**src/rtl/msrv32_irq_controller.sv**
```systemverilog
// External interrupt controller: NUM_SRC synchronised sources with level/edge gateways,
// per-source enable and priority, a global threshold and a claim/complete register.
module msrv32_irq_controller #(
  parameter int NUM_SRC     = 8,
  parameter int PRIO_W      = 3,
  parameter int SYNC_STAGES = 2
) (
  input  logic               ms_riscv32_mp_clk_in,
  input  logic               ms_riscv32_mp_rst_in,
  input  logic [NUM_SRC-1:0] src_irq_in,
  input  logic               reg_wr_en_in,
  input  logic               reg_rd_en_in,
  input  logic [7:0]         reg_addr_in,
  input  logic [31:0]        reg_wdata_in,
  output logic [31:0]        reg_rdata_out,
  output logic               reg_ready_out,
  output logic               eirq_out,
  output logic [4:0]         claim_id_out
);
  localparam int ID_W = 5;

  logic [NUM_SRC-1:0] sync_reg [SYNC_STAGES+1];
  logic [NUM_SRC:1]   s_id, s_prev_id;
  logic [NUM_SRC:1]   pending_reg, pending_next, enable_reg, enable_next;
  logic [NUM_SRC:1]   edge_reg, edge_next, inflight_reg, inflight_next;
  logic [NUM_SRC:1]   claim_clr, complete_clr, set_vec;
  logic [PRIO_W-1:0]  prio_reg  [1:NUM_SRC];
  logic [PRIO_W-1:0]  prio_next [1:NUM_SRC];
  logic [PRIO_W-1:0]  threshold_reg, threshold_next, best_prio;
  logic [ID_W-1:0]    claim_id_reg, claim_id_next;
  logic [31:0]        rdata_reg, rdata_next;
  logic               ready_reg, claim_fire, complete_wr;
  logic               unused_bits;

  assign s_id        = sync_reg[SYNC_STAGES-1];
  assign s_prev_id   = sync_reg[SYNC_STAGES];
  assign claim_fire  = reg_rd_en_in && (reg_addr_in == 8'h90) && (claim_id_reg != '0);
  assign complete_wr = reg_wr_en_in && (reg_addr_in == 8'h90);
  assign unused_bits = ^reg_wdata_in;

  function automatic logic [31:0] to_word(input logic [NUM_SRC:1] v);
    to_word = '0;
    to_word[NUM_SRC:1] = v;
  endfunction

  genvar gi;
  generate
    for (gi = 1; gi <= NUM_SRC; gi++) begin : g_src
      assign claim_clr[gi]    = claim_fire && (claim_id_reg == ID_W'(gi));
      assign complete_clr[gi] = complete_wr && (reg_wdata_in[4:0] == ID_W'(gi));
      assign prio_next[gi]    = (reg_wr_en_in && reg_addr_in == 8'(4 * gi)) ?
                                reg_wdata_in[PRIO_W-1:0] : prio_reg[gi];
      // Edge mode lets a new edge beat a same-cycle claim; level mode lets the claim win.
      assign set_vec[gi]      = edge_reg[gi] ? (s_id[gi] & ~s_prev_id[gi])
                                             : (s_id[gi] & ~inflight_reg[gi]);
      assign pending_next[gi] = edge_reg[gi] ? ((pending_reg[gi] & ~claim_clr[gi]) | set_vec[gi])
                                             : ((pending_reg[gi] | set_vec[gi]) & ~claim_clr[gi]);
    end
  endgenerate

  always_comb begin
    enable_next    = enable_reg;
    edge_next      = edge_reg;
    threshold_next = threshold_reg;
    if (reg_wr_en_in && reg_addr_in == 8'h84) enable_next    = reg_wdata_in[NUM_SRC:1];
    if (reg_wr_en_in && reg_addr_in == 8'h88) edge_next      = reg_wdata_in[NUM_SRC:1];
    if (reg_wr_en_in && reg_addr_in == 8'h8C) threshold_next = reg_wdata_in[PRIO_W-1:0];
    inflight_next = (inflight_reg & ~complete_clr) | claim_clr;
  end

  // Arbitrate on next-state values so claim_id_out matches post-edge registers.
  always_comb begin
    claim_id_next = '0;
    best_prio     = '0;
    for (int i = 1; i <= NUM_SRC; i++) begin
      if (pending_next[i] && enable_next[i] && (prio_next[i] > threshold_next) &&
          (claim_id_next == '0 || prio_next[i] > best_prio)) begin
        claim_id_next = ID_W'(i);
        best_prio     = prio_next[i];
      end
    end
  end

  always_comb begin
    rdata_next = '0;
    for (int i = 1; i <= NUM_SRC; i++)
      if (reg_addr_in == 8'(4 * i)) rdata_next = 32'(prio_reg[i]);
    case (reg_addr_in)
      8'h80:   rdata_next = to_word(pending_reg);
      8'h84:   rdata_next = to_word(enable_reg);
      8'h88:   rdata_next = to_word(edge_reg);
      8'h8C:   rdata_next = 32'(threshold_reg);
      8'h90:   rdata_next = 32'(claim_id_reg);
      default: ;
    endcase
  end

  always_ff @(posedge ms_riscv32_mp_clk_in or negedge ms_riscv32_mp_rst_in) begin
    if (!ms_riscv32_mp_rst_in) begin
      for (int k = 0; k <= SYNC_STAGES; k++) sync_reg[k] <= '0;
      for (int i = 1; i <= NUM_SRC; i++) prio_reg[i] <= '0;
      pending_reg   <= '0;
      enable_reg    <= '0;
      edge_reg      <= '0;
      inflight_reg  <= '0;
      threshold_reg <= '0;
      claim_id_reg  <= '0;
      rdata_reg     <= '0;
      ready_reg     <= 1'b0;
    end else begin
      sync_reg[0] <= src_irq_in;
      for (int k = 1; k <= SYNC_STAGES; k++) sync_reg[k] <= sync_reg[k-1];
      for (int i = 1; i <= NUM_SRC; i++) prio_reg[i] <= prio_next[i];
      pending_reg   <= pending_next;
      enable_reg    <= enable_next;
      edge_reg      <= edge_next;
      inflight_reg  <= inflight_next;
      threshold_reg <= threshold_next;
      claim_id_reg  <= claim_id_next;
      if (reg_rd_en_in) rdata_reg <= rdata_next;
      ready_reg     <= reg_rd_en_in | reg_wr_en_in;
    end
  end

  assign reg_rdata_out = rdata_reg;
  assign reg_ready_out = ready_reg;
  assign claim_id_out  = claim_id_reg;
  assign eirq_out      = (claim_id_reg != '0);
endmodule

```
**config.mk**
```make
export PLATFORM = sky130hd
export DESIGN_NAME = msrv32_irq_controller
export DESIGN_NICKNAME = d
export VERILOG_FILES = /design/src/rtl/msrv32_irq_controller.sv
export SDC_FILE = /design/constraint.sdc
export NUM_CORES = 1
export LEC_CHECK = 0
export CAP_MARGIN = 20
export CORE_ASPECT_RATIO = 1.1
export CORE_MARGIN = 2
export CORE_UTILIZATION = 50
export CTS_CLUSTER_SIZE = 30
export DETAILED_ROUTE_END_ITERATION = 10
export PLACE_DENSITY_LB_ADDON = 0.08
export SETUP_SLACK_MARGIN = 0.5
export SYNTH_ARGS = -nofsm -noshare
export SYNTH_HDL_FRONTEND = slang
export SYNTH_SLANG_ARGS = --single-unit
```
**constraint.sdc**
```tcl
create_clock -name ms_riscv32_mp_clk_in -period 15.7 [get_ports ms_riscv32_mp_clk_in]
set_clock_uncertainty 0.05 [all_clocks]
set_input_delay 1.57 -clock ms_riscv32_mp_clk_in [delete_from_list [all_inputs] [get_ports ms_riscv32_mp_clk_in]]
set_output_delay 1.57 -clock ms_riscv32_mp_clk_in [all_outputs]
set_load 0.05 [all_outputs]
```
### Word level (Yosys, flattened, before mapping)

Cells that the tools add are included.

| storage, ports and cells | value |
|---|---|
| register bits after elaboration | 121 |
| bits of input ports | 52 |
| logic and storage cells | 257 |
| output and inout port bits | 39 |

| cells by class | value |
|---|---|
| order comparisons | 15 |
| bitwise gates (word level) | 76 |
| reduce and logical (&&, ||, !) cells | 68 |
| equality and inequality tests | 29 |
| muxes and demuxes | 50 |

Operators by type and width:

| kind | count |
|---|---|
| $mux 32 | 7 |
| $pmux 32 s5 | 1 |
| $logic_and 1x1->1 | 53 |
| $mux 3 | 17 |
| $gt 3x3->1 | 15 |
| $eq 5x3->1 const B | 8 |
| $eq 8x8->1 const B | 5 |
| $logic_not 5->1 | 7 |
| $mux 5 | 7 |
| $and 1x1->1 | 32 |
| $eq 8x5->1 const B | 4 |
| $not 1->1 | 24 |
| $eq 5x2->1 const B | 4 |
| $mux 1 | 17 |
| $or 1x1->1 | 17 |
| $eq 8x4->1 const B | 2 |
| $eq 5x1->1 const B | 2 |
| $eq 5x4->1 const B | 2 |
| $and 8x8->8 | 1 |
| $eq 8x3->1 const B | 1 |
| $eq 8x6->1 const B | 1 |
| $mux 8 | 1 |
| $not 8->8 | 1 |
| $or 8x8->8 | 1 |
| other kinds (2) | 8 |

### Logic depth before layout (Yosys ltp)

Gate-level depths: netlist of run 1.

| logic depth | value |
|---|---|
| word-level depth | 39 |
| depth in mapped cells | 69 |

### Worst setup path after synthesis of run 1

Ideal clock, no wire load.

| timing path | value |
|---|---|
| path kind | in2reg |
| from | input reg_addr_in[0] |
| to | register claim_id_reg[2] (netlist: claim_id_out[2]) |
| library setup time | 0.154 ns |
| data required time | 15.496 ns |
| data arrival time | 13.426 ns |
| buffers on the path | 2 |
| stages | 67 |
| setup slack | 2.071 ns |
| cells stage by stage | buf_2 and4bb_2 buf_2 nand3_1 mux2i_1 ha_1 a21oi_1 nand2_1 o221ai_1 a2bb2oi_1 nor2_1 nand2_1 inv_1 ha_1 nor2b_1 o21a_1 o21ai_0 nor3b_1 [... 31 more ...] ha_1 inv_1 a21o_1 a21oi_1 a31oi_1 o21ba_2 nor2_1 a32o_1 a31o_2 a31o_2 ha_1 inv_1 a21o_1 a21oi_1 a31oi_1 a21oi_1 nor4_1 a41oi_1 |

| on the way | value |
|---|---|
| word-level cells in the longest chain between the ends | 39 |
| elaborated cells on any way between the ends | 148 |
| those cells by class | order compare: 15; eq/ne: 11; mux: 33; bitwise: 32; reduce/logical: 57 |

RTL lines:

| what | line | source |
|---|---|---|
| start, declared | 13 | `input logic [7:0] reg_addr_in,` |
| $eq 8x8->1 | 37 | `assign claim_fire = reg_rd_en_in && (reg_addr_in == 8'h90) && (claim_id_reg != '0);` |
| $logic_and 1x1->1 (2 in a row) | 37 |  |
| $logic_and 1x1->1 | 49 | `assign claim_clr[gi] = claim_fire && (claim_id_reg == ID_W'(gi));` |
| $not 1->1 | 56, 57 |  |
| $and 1x1->1 | 56 | `assign pending_next[gi] = edge_reg[gi] ? ((pending_reg[gi] & ~claim_clr[gi]) \| set_vec[gi])` |
| $or 1x1->1 | 56 |  |
| $mux 1 | 56 |  |
| $logic_and 1x1->1 (2 in a row) | 76 | `if (pending_next[i] && enable_next[i] && (prio_next[i] > threshold_next) &&` |
| [... 22 more ...] | n/a |  |
| $logic_or 1x1->1 | 77 | `(claim_id_next == '0 \|\| prio_next[i] > best_prio)) begin` |
| $logic_and 1x1->1 | 76 |  |
| $mux 3 / $mux 5 (equally long branches) | 76 |  |
| $gt 3x3->1 / $logic_not 5->1 (equally long branches) | 77 |  |
| $logic_or 1x1->1 | 77 |  |
| $logic_and 1x1->1 | 76 |  |
| $mux 5 * | 76 |  |
| net claim_id_next[2] | 30 | `logic [ID_W-1:0] claim_id_reg, claim_id_next;` |
| end signal, assigned | 119 | `claim_id_reg <= claim_id_next;` |
| end, declared | 30 |  |

Mark *: on every way through the listed nets, which the timed path passes. The rest lies on a longest branch.
A chain may end at the register's enable or synchronous reset.

==> results of run 1 <==
cell type report:
cell class	count	area [um^2]
Clock buffer	11	242.7
Clock inverter	5	67.56
Fill cell	1065	4923
Inverter	40	150.1
Multi-Input combinational cell	467	3482
Sequential cell	97	2427
Tap cell	154	192.7
Timing Repair Buffer	64	600.6
Yosys cell counts (all sizes together) (8+ instances only):
cell type,instances,share of area
nor2,46,0.028
nor4,8,0.013
inv,39,0.024
clkbuf,9,0.0054
mux2i,18,0.029
a21oi,29,0.024
nand4,8,0.0081
o21ai,28,0.023
a21o,8,0.0099
ha,33,0.067
a31oi,13,0.014
buf,33,0.038
nand2,46,0.028
mux2,28,0.051
nor3,10,0.011
nand2b,9,0.0091
dfrtp,97,0.39
a22oi,11,0.013
nand3,17,0.016
cells by family (layout without fill, tap and decap cells):
kind of cell / after synthesis / after routing / synth area share
other: 1 / 24 / 0.0006044
AO/OA/AOI/OAI: 158 / 158 / 0.1900
XOR/XNOR: 6 / 6 / 0.008469
buffers and inverters: 82 / 120 / 0.06735
adder cells (fa/ha/maj): 36 / 36 / 0.07139
AND/OR/NAND/NOR: 196 / 196 / 0.1869
flip-flops: 97 / 97 / 0.3912
multiplexers: 47 / 47 / 0.08409
cell usage in the layout (no fill, tap or decap), types with 11 or more instances in the layout:
cell             Yosys  layout
dfrtp_1             97      97
nand2_1             46      46
nor2_1              45      45
inv_1               39      39
clkdlybuf4s50_1      0      36
ha_1                33      33
a21oi_1             28      28
o21ai_0             28      27
mux2_2              26      26
conb_1               1      24
buf_4               25      22
mux2i_1             18      18
nand3_1             14      14
a31oi_1             12      12
a22oi_1             11      11
per-layer routing:
layer	global-route usage	part of all wire	vias to the layer above
met4	0.09766	0.026	0
met2	0.4356	0.49	180
li1	-	-	2390
met1	0.3615	0.43	2574
met5	0	0	-
met3	0.03774	0.053	29
worst max-delay path, delay by kind of cell:
kind                       cells  cell delay (ps)
AOI/OAI and AO/OA             31             5270
adders and majority gates      8             2130
buffers and inverters          6             1080
muxes                          4             1340
and+or+nand+nor               15             2980
final timing paths:
| check | cells after the start | start | slack [ps] | endpoint |
|---|---|---|---|---|
| max | 64 | reg_addr_in[3] | 1470 | claim_id_out[2] |
| min | 0 | sync_reg[20] | 300 | s_id[5] |
| max reg2reg | 59 | claim_id_out[1] | 3520 | claim_id_out[2] |
| min reg2reg | 0 | sync_reg[20] | 300 | s_id[5] |
| max in group asynchronous | 2 | ms_riscv32_mp_rst_in | 13340 | prio_reg[4] |
| min in group asynchronous | 1 | ms_riscv32_mp_rst_in | 1110 | s_id[4] |
through the flow:
stage                     cells  power (mW)
final                       838      0.6207
after global routing        838      0.6472
after CTS                   836      0.6206
after detailed placement    820      0.3898
after global placement      820      0.3864
after floorplan             646      0.3549
timing repair:
| action | in CTS | in global routing |
|---|---|---|
| resized for setup | 0 | 14 |
| setup buffers | 0 | 2 |
| endpoints found under the setup margin | 0 | 4 |
| endpoints found under the hold margin | 0 | 0 |
where the power goes:
group	total [mW]	internal [mW]	switching [mW]
clock network	0.233	0.131	0.102
registers	0.268	0.261	0.00769
logic	0.120	0.0421	0.0775
==> reports/metrics.csv, run 1 <==
stage,metric,value,unit
timing,max-slew violations,0,
finish,max FFs per register,24,
logic_synthesis,top_reg_cell synth,dfrtp_1,
clock_network,clk root buf,clkbuf_16,
global_routing,All-Layer GR Usage,0.2678,
route,DR vias,5173,
worst_hold_path,Hold Path Class,flip-flop to flip-flop,
finish,Final nets,764,
timing,final worst-path cycle share,0.9063,
timing,Worst Max-Slew Pin Slew,951.1,ps
clock_network,hold buffer count at CTS,0,
finish,post-layout util,0.5927,
floorplan,CORE AREA,12090,um^2
logic_synthesis,register area share after synthesis,0.3912,
pwr,pwr dens,86.65,nW/um^2
timing,Setup TNS,0,ps
global_routing,largest net degree at the start of global routing,64,
clock_network,clock tree sinks,97,
setup_path,CP Class,input port to flip-flop,
timing,crit path time final,14230,ps
logic_synthesis,Yosys warnings,0,
logic_synthesis,Synth async-reset ratio,1.000,
route,Vias/cell,6.173,
clock_network,Clock Latency Late Sink,350,ps
route,Post-Route WL,17.14,mm
logic_synthesis,Syn Area/Cell,9.959,um^2
setup_path,CP dominant cell by count,ha_1,
setup_path,CP arrival,14370,ps
setup_path,crit-path max FO,6,
floorplan,Die Ht,120.8,um
floorplan,die footprint,13320,um^2
global_routing,total gr overflow,0,
logic_synthesis,"EDFF count, synth",0,
timing,Fmax,70.28,MHz
route,Pre-Repair DR Iteration Count,5,
floorplan,Die X,110.2,um
floorplan,# IOs,91,
placement,area post-placement,6787,um^2
run_status,outcome,"finished, final reports clean",
timing,Hold WS,299.4,ps
timing,setup ws final,1472,ps
clock_network,Num CTS Buffers,9,
placement,Port Buf Inserts,43,
route,drt drc,0,
placement,RePlAce Congestion,0.9736,
timing,Final Hold Violating Endpoints,0,
job,Max-Cap Viols,0,
placement,worst slack at placement,311.6,ps
floorplan,num rows,42,
finish,Antenna Cells,0,
setup_path,CP peak stage delay,550,ps
timing,Rel. slew slack,0.3643,
finish,Final Instance Area,7163,um^2
clock_network,CTS tree,yes,
floorplan,starting density of the core,0.5134,
logic_synthesis,Yosys reg bits,97,
route,Antenna Nets Post-Route,0,
pwr,Leak,3.323,nW
setup_path,slowest CP cell,clkdlybuf4s50_1,
global_routing,first-pass GRT wire length,26.91,mm
pwr,VDD IR max,0.07820,mV
logic_synthesis,Yosys cell types,93,
route,Initial DRC Count,496,
setup_path,Startpoint Class,input port,
finish,Area Overhead vs Synth,15.45,%
logic_synthesis,mapped cell area,6205,um^2
setup_path,Crit path required time,15840,ps
global_routing,initial antenna violation count,0,
setup_path,crit path capture type,flip-flop,
clock_network,"Reg clk slew, reported paths",70,ps
route,Avg WL per Cell,20.45,um
timing,RSZ-0062 raised after global routing,no,
global_routing,vias in the first global route,5036,
finish,layout cells sized above 1,0.1608,
clock_network,# H-tree levels,3,
logic_synthesis,Mapped Cells,623,
clock_network,CTS Buffer Depth,2,
timing,# setup viols final,0,
placement,dpl hpwl,12.79,mm
Power figures use the tool's default switching activity.
==> run 2: changes to the inputs <==
--- a/config.mk
+++ b/config.mk
@@ -13,2 +13,3 @@
 export DETAILED_ROUTE_END_ITERATION = 10
+export GPL_ROUTABILITY_DRIVEN = 0
 export PLACE_DENSITY_LB_ADDON = 0.08
==> constraint.sdc (replaced) <==
create_clock -name ms_riscv32_mp_clk_in -period 15.7 [get_ports ms_riscv32_mp_clk_in]
set_clock_uncertainty 0.05 [all_clocks]
set_input_delay 3.925 -clock ms_riscv32_mp_clk_in [delete_from_list [all_inputs] [get_ports ms_riscv32_mp_clk_in]]
set_output_delay 3.925 -clock ms_riscv32_mp_clk_in [all_outputs]
set_load 0.05 [all_outputs]
==> reports/metrics.csv, run 2 (synthesized netlist as in run 1, its figures left out) <==
stage,metric,value,unit,change
run_status,outcome,"finished, final reports clean",,
timing,Worst Max-Slew Pin Slew,1261,ps,+310.0 ps
clock_network,Num CTS Buffers,9,,unchanged
finish,Final Instance Area,8223,um^2,+15%
finish,post-layout util,0.6803,,+0.08768
placement,Port Buf Inserts,43,,unchanged
floorplan,Die X,110.2,um,unchanged
global_routing,total gr overflow,0,,unchanged
timing,Setup TNS,0,ps,unchanged
finish,layout cells sized above 1,0.3359,,+0.1751
clock_network,# H-tree levels,3,,unchanged
timing,# setup viols final,0,,unchanged
setup_path,CP arrival,15020,ps,+650 ps
timing,final worst-path cycle share,0.9466,,+0.04033
finish,filler-free cell count of the finished design,919,,+9.7%
timing,Fmax,67.29,MHz,-4.3%
placement,Placed Instances,864,,+5.4%
finish,Multi-input gate area,3905,um^2,+12%
route,Pre-Repair DR Iteration Count,6,,+1
floorplan,# IOs,91,,unchanged
route,Avg WL per Cell,20.30,um,-0.75%
setup_path,crit-path max FO,4,,-2
clock_network,"Reg clk slew, reported paths",70,ps,about the same
setup_path,CP bufs+invs,19,,+13
route,Antenna Nets Post-Route,0,,unchanged
clock_network,Clock Latency Late Sink,360,ps,about the same
route,DR vias,5552,,+7.3%
setup_path,CP Class,input port to flip-flop,,
clock_network,CTS Buffer Depth,2,,unchanged
clock_network,clock tree sinks,97,,unchanged
clock_network,clk root buf,clkbuf_16,,
finish,Final nets,845,,+11%
setup_path,CP top delay family,compound AO/OA/AOI/OAI gates,,
global_routing,first-pass GRT wire length,29.02,mm,+7.8%
finish,most frequent cells in the layout,"buf_4 (98), dfrtp_1 (97), nand2_1 (42), nor2_1 (38), inv_1 (36)",,
worst_hold_path,WHS Path Cells,0,,unchanged
finish,Sequential Area,2427,um^2,unchanged
finish,max FFs per register,24,,unchanged
floorplan,CORE AREA,12090,um^2,unchanged
clock_network,hold buffer count at CTS,0,,unchanged
timing,max-slew violations,0,,unchanged
worst_hold_path,Hold Path Class,flip-flop to flip-flop,,
floorplan,die footprint,13320,um^2,unchanged
route,Vias/cell,6.041,,-2.1%
setup_path,Crit path required time,15860,ps,+20 ps
setup_path,slowest CP cell,a221o_1,,
job,Max-Cap Viols,0,,unchanged
timing,RSZ-0062 raised after global routing,no,,
route,Initial DRC Count,594,,+20%
floorplan,num rows,42,,unchanged
finish,Area Overhead vs Synth,32.53,%,
global_routing,All-Layer GR Usage,0.2873,,+0.01949
finish,"most common cell after layout, fill and taps aside",buf_4,,
setup_path,Startpoint Class,input port,,
floorplan,Die Ht,120.8,um,unchanged
placement,worst slack at placement,-430.2,ps,-741.8 ps
pwr,pwr dens,78.81,nW/um^2,-9.0%
placement,area post-placement,7198,um^2,+6.1%
route,Post-Route WL,18.65,mm,+8.8%
floorplan,starting density of the core,0.5134,,unchanged
timing,crit path time final,14860,ps,+633.2 ps
setup_path,CP dominant cell by count,buf_4,,
route,drt drc,0,,unchanged
global_routing,initial antenna violation count,0,,unchanged
setup_path,CP peak stage delay,390,ps,-160 ps
setup_path,r2r setup slk,4630,ps,+1110 ps
setup_path,reg2reg path depth,66,,+12%
pwr,Leak,3.791,nW,+14%
global_routing,vias in the first global route,5555,,+10%
setup_path,crit path capture type,flip-flop,,
pwr,VDD IR max,0.05767,mV,-26%
placement,dpl hpwl,13.42,mm,+4.9%
setup_path,CP Depth,71,,+11%
timing,Final Hold Violating Endpoints,0,,unchanged
timing,setup ws final,838.6,ps,-633.2 ps
global_routing,largest net degree at the start of global routing,69,,+7.8%
clock_network,CTS tree,yes,,
finish,Fillers,923,,-13%
finish,Antenna Cells,0,,unchanged
timing,Rel. slew slack,0.1571,,-0.2072
[run 2: cell count changes in the layout (fill, tap and decap cells not counted), sizes merged]
cell,previous run,this run
clkdlybuf4s50,36,33
inv,43,42
clkinv,1,4
dlymetal6s2s,6,1
buf,22,109
[run 2: power breakdown]
group,switching [mW],internal [mW]
clock,0.109,0.128
sequential,0.00797,0.261
combinational,0.0863,0.0563
total,0.203,0.445
[run 2: path summary, 6_finish.rpt]
check                                     startpoint              end
worst max-delay path                  reg_addr_in[5]  claim_id_out[2]
worst min-delay path                    sync_reg[16]          s_id[1]
worst max register to register       claim_id_out[1]  claim_id_out[2]
worst min register to register          sync_reg[16]          s_id[1]
max in group asynchronous       ms_riscv32_mp_rst_in          s_id[7]
min in group asynchronous       ms_riscv32_mp_rst_in  inflight_reg[1]
[run 2: metal layers]
| metal | global-route usage | routed length [um] | vias up |
|---|---|---|---|
| met5 | 0 | 0 | - |
| met4 | 0.1148 | 588 | 0 |
| met3 | 0.04205 | 975 | 53 |
| met2 | 0.4770 | 9303 | 221 |
| met1 | 0.3738 | 7784 | 2722 |
| li1 | - | - | 2556 |
[run 2: per-stage QoR]
step | hold WS (ps) | power (mW)
2_1_floorplan | 281.2 | 0.3574
3_3_place_gp | 282.0 | 0.3946
3_5_place_dp | 291.8 | 0.3984
4_1_cts | 305.1 | 0.6353
5_1_grt | 308.3 | 0.6713
6_report | 302.4 | 0.6481
[run 2: what timing repair did]
action,CTS,global route
pin swaps,20,47
setup buffers,24,15
gates cloned,0,0
gates resized for setup,32,95
setup endpoints to repair,4,4
[run 2: layout make-up]
type | count | area share
clock buffers | 9 | 0.02739
repair buffers | 145 | 0.1490
clock inverters | 7 | 0.01156
multi-input cells | 467 | 0.4749
inverters | 40 | 0.01856
well taps | 154 | 0.02343
flip-flops and latches | 97 | 0.2952
